[src/rtl/regfile_mp.sv]
// Multi-port register file: one byte-enabled write port, two registered read ports,
// and a hardware clear sweep that runs after reset or on request.
module regfile_mp #(
  parameter int DATA_W = 16,
  parameter int DEPTH  = 64,
  parameter int ADDR_W = 6,
  parameter bit BYPASS = 1'b1
) (
  input  logic                clock,
  input  logic                reset,
  input  logic                clear_req,
  output logic                ready,
  input  logic                wr_en,
  input  logic [ADDR_W-1:0]   wr_addr,
  input  logic [DATA_W/8-1:0] wr_be,
  input  logic [DATA_W-1:0]   wr_data,
  input  logic                rd_en_a,
  input  logic [ADDR_W-1:0]   rd_addr_a,
  output logic [DATA_W-1:0]   rd_data_a,
  output logic                rd_valid_a,
  input  logic                rd_en_b,
  input  logic [ADDR_W-1:0]   rd_addr_b,
  output logic [DATA_W-1:0]   rd_data_b,
  output logic                rd_valid_b
);

  localparam int BYTES = DATA_W / 8;
  localparam int IDX_W = $clog2(DEPTH);
  localparam logic [ADDR_W:0]   DEPTH_L  = (ADDR_W+1)'(DEPTH);
  localparam logic [ADDR_W-1:0] LAST_PTR = ADDR_W'(DEPTH - 1);

  typedef enum logic {CLEAR, READY} state_t;

  state_t            state, state_next;
  logic [ADDR_W-1:0] ptr, ptr_next;
  logic              accept;
  logic [DATA_W-1:0] mem [DEPTH];

  logic              wr_in_range, wr_fire;
  logic [IDX_W-1:0]  wr_idx;
  logic [DATA_W-1:0] wr_word;
  logic [DATA_W-1:0] rd_next_a, rd_next_b;

  function automatic logic [DATA_W-1:0] merge_bytes(
    input logic [DATA_W-1:0] old_word,
    input logic [DATA_W-1:0] new_word,
    input logic [BYTES-1:0]  be
  );
    logic [DATA_W-1:0] w;
    w = old_word;
    for (int k = 0; k < BYTES; k++) begin
      if (be[k]) w[8*k +: 8] = new_word[8*k +: 8];
    end
    return w;
  endfunction

  always_ff @(posedge clock) begin
    if (reset) begin
      state <= CLEAR;
      ptr   <= '0;
    end else begin
      state <= state_next;
      ptr   <= ptr_next;
    end
  end

  // accept marks a READY cycle in which user reads and writes take effect.
  always_comb begin
    state_next = state;
    ptr_next   = ptr;
    ready      = 1'b0;
    accept     = 1'b0;
    case (state)
      CLEAR: begin
        ptr_next = ptr + ADDR_W'(1);
        if (ptr == LAST_PTR) begin
          state_next = READY;
          ptr_next   = '0;
        end
      end
      READY: begin
        ready = 1'b1;
        if (clear_req) begin
          state_next = CLEAR;
          ptr_next   = '0;
        end else begin
          accept = 1'b1;
        end
      end
      default: state_next = CLEAR;
    endcase
  end

  assign wr_in_range = ({1'b0, wr_addr} < DEPTH_L);
  assign wr_fire     = accept && wr_en && wr_in_range;
  assign wr_idx      = wr_addr[IDX_W-1:0];
  assign wr_word     = merge_bytes(mem[wr_idx], wr_data, wr_be);

  always_ff @(posedge clock) begin
    if (!reset) begin
      if (state == CLEAR) begin
        mem[ptr[IDX_W-1:0]] <= '0;
      end else if (wr_fire) begin
        mem[wr_idx] <= wr_word;
      end
    end
  end

  // Out-of-range reads return zero; a same-cycle write hit forwards the merged word.
  always_comb begin
    rd_next_a = '0;
    if ({1'b0, rd_addr_a} < DEPTH_L) begin
      rd_next_a = mem[rd_addr_a[IDX_W-1:0]];
      if (BYPASS && wr_fire && (wr_addr == rd_addr_a)) rd_next_a = wr_word;
    end
  end

  always_comb begin
    rd_next_b = '0;
    if ({1'b0, rd_addr_b} < DEPTH_L) begin
      rd_next_b = mem[rd_addr_b[IDX_W-1:0]];
      if (BYPASS && wr_fire && (wr_addr == rd_addr_b)) rd_next_b = wr_word;
    end
  end

  always_ff @(posedge clock) begin
    if (reset) begin
      rd_valid_a <= 1'b0;
      rd_valid_b <= 1'b0;
      rd_data_a  <= '0;
      rd_data_b  <= '0;
    end else begin
      rd_valid_a <= accept && rd_en_a;
      rd_valid_b <= accept && rd_en_b;
      if (accept && rd_en_a) rd_data_a <= rd_next_a;
      if (accept && rd_en_b) rd_data_b <= rd_next_b;
    end
  end

endmodule

[config.mk]
export PLATFORM = sky130hd
export DESIGN_NAME = regfile_mp
export DESIGN_NICKNAME = d
export VERILOG_FILES = /design/src/rtl/regfile_mp.sv
export SDC_FILE = /design/constraint.sdc
export NUM_CORES = 2
export LEC_CHECK = 0
export ABC_CLOCK_PERIOD_IN_PS = 9700
export CAP_MARGIN = 0
export CORE_MARGIN = 2
export CORE_UTILIZATION = 45
export CTS_CLUSTER_SIZE = 30
export DETAILED_ROUTE_END_ITERATION = 8
export GPL_TIMING_DRIVEN = 0
export HOLD_SLACK_MARGIN = 0.05
export PLACE_DENSITY = 0.64
export SLEW_MARGIN = 20
export SYNTH_ARGS = -nofsm -noshare
export SYNTH_HDL_FRONTEND = slang
export SYNTH_SLANG_ARGS = --single-unit
[constraint.sdc]
create_clock -name clock -period 9.7 [get_ports clock]
set_input_delay 0.97 -clock clock [delete_from_list [all_inputs] [get_ports clock]]
set_output_delay 0.97 -clock clock [all_outputs]
set_load 0.01 [all_outputs]
==> flow_metrics.py <==
metrics = {
    "synth": {
        "synth.area.top_cells": "edfxtp_1 (52%), mux4_2 (24%), mux2i_1 (5.1%), a22oi_1 (1.5%), dfxtp_1 (1.4%)",
        "netlist_instances": 3477,
        "synth.distinct_cells": 94,
        "synth-edff-count": 1024,
        "ys_ff_latch": 1065,
        "yosys.area.top_type": "edfxtp_1",
        "syn_nets": 3520,
        "synthArstFlopShare_pct": 0,
        "avgSynthCellArea_um2": 16.9,
        "seq_area_frac_synth_pct": 53.9,
        "syn_area_um2": 58600,
        "synth_top_area_share_pct": 52.5,
        "ys.flop_type": "edfxtp_1",
        "ys_warn_count": 0,
    },
    "detailed_routing": {
        "vias_per_cell": 8.28,
        "ant_nets": 0,
        "drt_wl_total_um": 344000,
        "drc": 0,
        "firstDrtPassIters": 6,
        "wl_per_cell_um": 61.0,
        "vias": 46723,
        "drt-initial-drc-count": 10091,
    },
    "floorplan": {
        "die_area_um2": 133000,
        "start_util_pct": 45.3,
        "rows": 132,
        "die_x_um": 365,
        "die_y_um": 365,
        "num_io_pins": 77,
        "core_area_um2": 129000,
    },
    "sta": {
        "clock.fmax_mhz": 147,
        "worst_slack_ns": 2.88,
        "whs_ns": 0.487,
        "fin_worst_skew_ns": 0.0373,
        "hold_viol_final": 0,
        "timing.final.crit_share_pct": 70.3,
        "fin_tns_setup_ns": 0,
        "rsz0062_at_grt": "false",
        "worst_pin_slew_ns": 1.43,
        "setup_viol": 0,
        "slew_headroom_pct": 4.47,
        "timing.final.crit_period_ns": 6.82,
        "slew_viol_final": 0,
    },
    "global_route": {
        "grt_start_max_net_pins": 65,
        "grt_usage_pct": 51.5,
        "grt_pass1_wl_um": 432000,
        "antenna_found_initial": 44,
        "gr-total-overflow": 0,
        "grt_pass1_vias": 41767,
    },
    "clocking": {
        "numCtsBuffers": 120,
        "cts.sinks": 1065,
        "tritoncts": "built",
        "clockBufferDepth": 3,
        "htreeDepth": 3,
        "cts_setup_buffers": 0,
        "clkTransAtPathRegs_ns": 0.06,
        "clock-root-buffer": "clkbuf_16",
        "clock_latency_ns": 0.79,
        "hold_buffers": 0,
        "cts_resized": 0,
    },
    "placed_design": {
        "io_buffers": 66,
        "routabilityCongestion": 1.12,
        "dp_slack_ns": 2.73,
        "dp_cells": 5395,
        "hpwl_um": 246000,
    },
    "power": {
        "leakage_nw": 24.3,
        "power_density_nw_per_um2": 159,
        "worst_ir_drop_vdd_mv": 0.186,
    },
    "flow_run": {
        "cap_violations": 0,
    },
    "setup_path": {
        "reg2reg_depth": 8,
        "crit_path_start_kind": "input port",
        "r2r-start": "mem[17][15]",
        "crit_type": "input port to flop",
        "crit_path_start": "wr_addr[1]",
        "crit_fanout": 64,
        "r2r_slack_ns": 5.65,
        "r2r-end": "mem[25][15]",
        "crit_required_ns": 10.16,
        "endpoint": "mem[22][0]",
        "endpoint_kind": "flop",
        "arrival_ns": 7.28,
    },
    "final_layout": {
        "nFillCells": 10430,
        "final_cell_count_no_fill": 5642,
        "post_route_cells_drive_above_1_share_pct": 33.4,
        "regArea_um2": 31600,
        "area_growth_pct": 17.3,
        "multi_input_area_um2": 25600,
        "nNetsFinal": 3821,
    },
    "min_path": {
        "worstHoldPathCells": 2,
        "hold_path_class": "flop to flop",
    },
    "outcome": {
        "status": "completed",
    },
}
==> Yosys cell counts, drive strengths merged, types with 5 or more instances <==
library cell	n
a2111oi	5
a211oi	36
a21boi	7
a21o	11
a21oi	93
a221o	13
a221oi	34
a22o	17
a22oi	121
a311oi	5
a32oi	25
and2	13
and3	13
buf	206
clkbuf	96
dfxtp	41
edfxtp	1024
inv	12
mux2	25
mux2i	297
mux4	656
nand2	202
nand2b	14
nand3	39
nand4	22
nor2	123
nor2b	24
nor3	16
nor4	6
o2111ai	13
o211ai	33
o21a	8
o21ai	82
o221ai	29
o22ai	28
o311ai	8
o32ai	5
or3	8
xnor2	9
xor2	6
==> how the worst min path moves through the flow <==
stage                 start      endpoint  slack (ns)
5_1_grt        rd_data_b[0]  rd_data_b[0]        0.49
4_1_cts        rd_data_a[5]  rd_data_a[5]        0.49
3_5_place_dp   rd_data_a[5]  rd_data_a[5]        0.47
3_3_place_gp   rd_data_b[4]  rd_data_b[4]        0.47
2_1_floorplan  rd_data_b[4]  rd_data_b[4]        0.50
6_report       rd_data_a[5]  rd_data_a[5]        0.49
==> sequential cells by signal, summed over array words and instances, names as in the netlist <==
name	count
mem	1024
ptr	6
rd_valid_b	1
rd_data_a	16
rd_data_b	16
rd_valid_a	1
state	1
==> through the flow <==
stage                     area (um^2)  power (W)  util, %
after floorplan                 58600    0.00563        -
after global placement          61500    0.00627     47.5
after detailed placement        64800    0.00630     50.1
after CTS                       68600     0.0108     53.1
after global routing            68700     0.0110     53.1
final                           68700     0.0110     53.2
==> per-layer routing <==
layer / GRT usage (%) / up-vias / part of all wire [%]
met5: 2.18 / - / 0.18
met4: 41.4 / 38 / 10
met3: 28.7 / 1473 / 18
met2: 68.6 / 5433 / 39
met1: 60.6 / 24149 / 32
li1: - / 15630 / -
==> final cells by class <==
type                    instances  share of cell area [%]
flip-flops and latches       1065                    45.9
multi-input cells            2093                    37.3
clock buffers                 158                    4.77
repair buffers                179                    4.77
well taps                    1742                    3.17
plain buffers                 305                    3.11
clock inverters                56                   0.805
diodes                         30                   0.109
inverters                      14                  0.0764
==> critical path, cell delays in order <==
cell and delay [ns]:
clkdlybuf4s50_1 0.74, buf_4 0.41, buf_2 0.78, buf_2 0.60, buf_2 0.89, o221ai_1 0.51, nand3_1 0.22, a21oi_1 0.22
a311oi_1 0.99, and2_4 0.79
==> cells by family (layout without fill, tap and decap cells) <==
family / count (synthesis) / after routing / synth area share (%)
xor+xnor: 15 / 15 / 0.224
fa+ha+maj: 1 / 1 / 0.0213
buf+inv: 319 / 712 / 3.63
simple gates: 504 / 504 / 4.03
compound gates: 595 / 595 / 7.28
mux: 978 / 978 / 31.0
other cells: 0 / 30 / 0
flops: 1065 / 1065 / 53.9
==> where the power goes <==
| part | internal (W) | switching [W] | total [W] |
|---|---|---|---|
| logic | 0.000349 | 0.000998 | 0.00135 |
| registers | 0.00498 | 0.0000101 | 0.00499 |
| clock network | 0.00260 | 0.00203 | 0.00463 |
| total | 0.00793 | 0.00304 | 0.0110 |
==> cells in the final DEF, fill, tap and decap left out, types with 44 or more instances in the layout <==
master           synthesis  routed
a21oi_1                 93      93
a22oi_1                121     121
buf_12                  14      44
buf_16                   0      69
buf_2                   82      95
buf_4                   39      46
buf_6                   46      50
clkbuf_1                92      78
clkbuf_16                0     124
clkdlybuf4s50_1          0      66
edfxtp_1              1024    1024
mux2i_1                297     296
mux4_2                 624     624
nand2_1                202     202
nor2_4                   0      76
o21ai_0                 68      62
No activity file was read; power rests on OpenSTA's default activity.
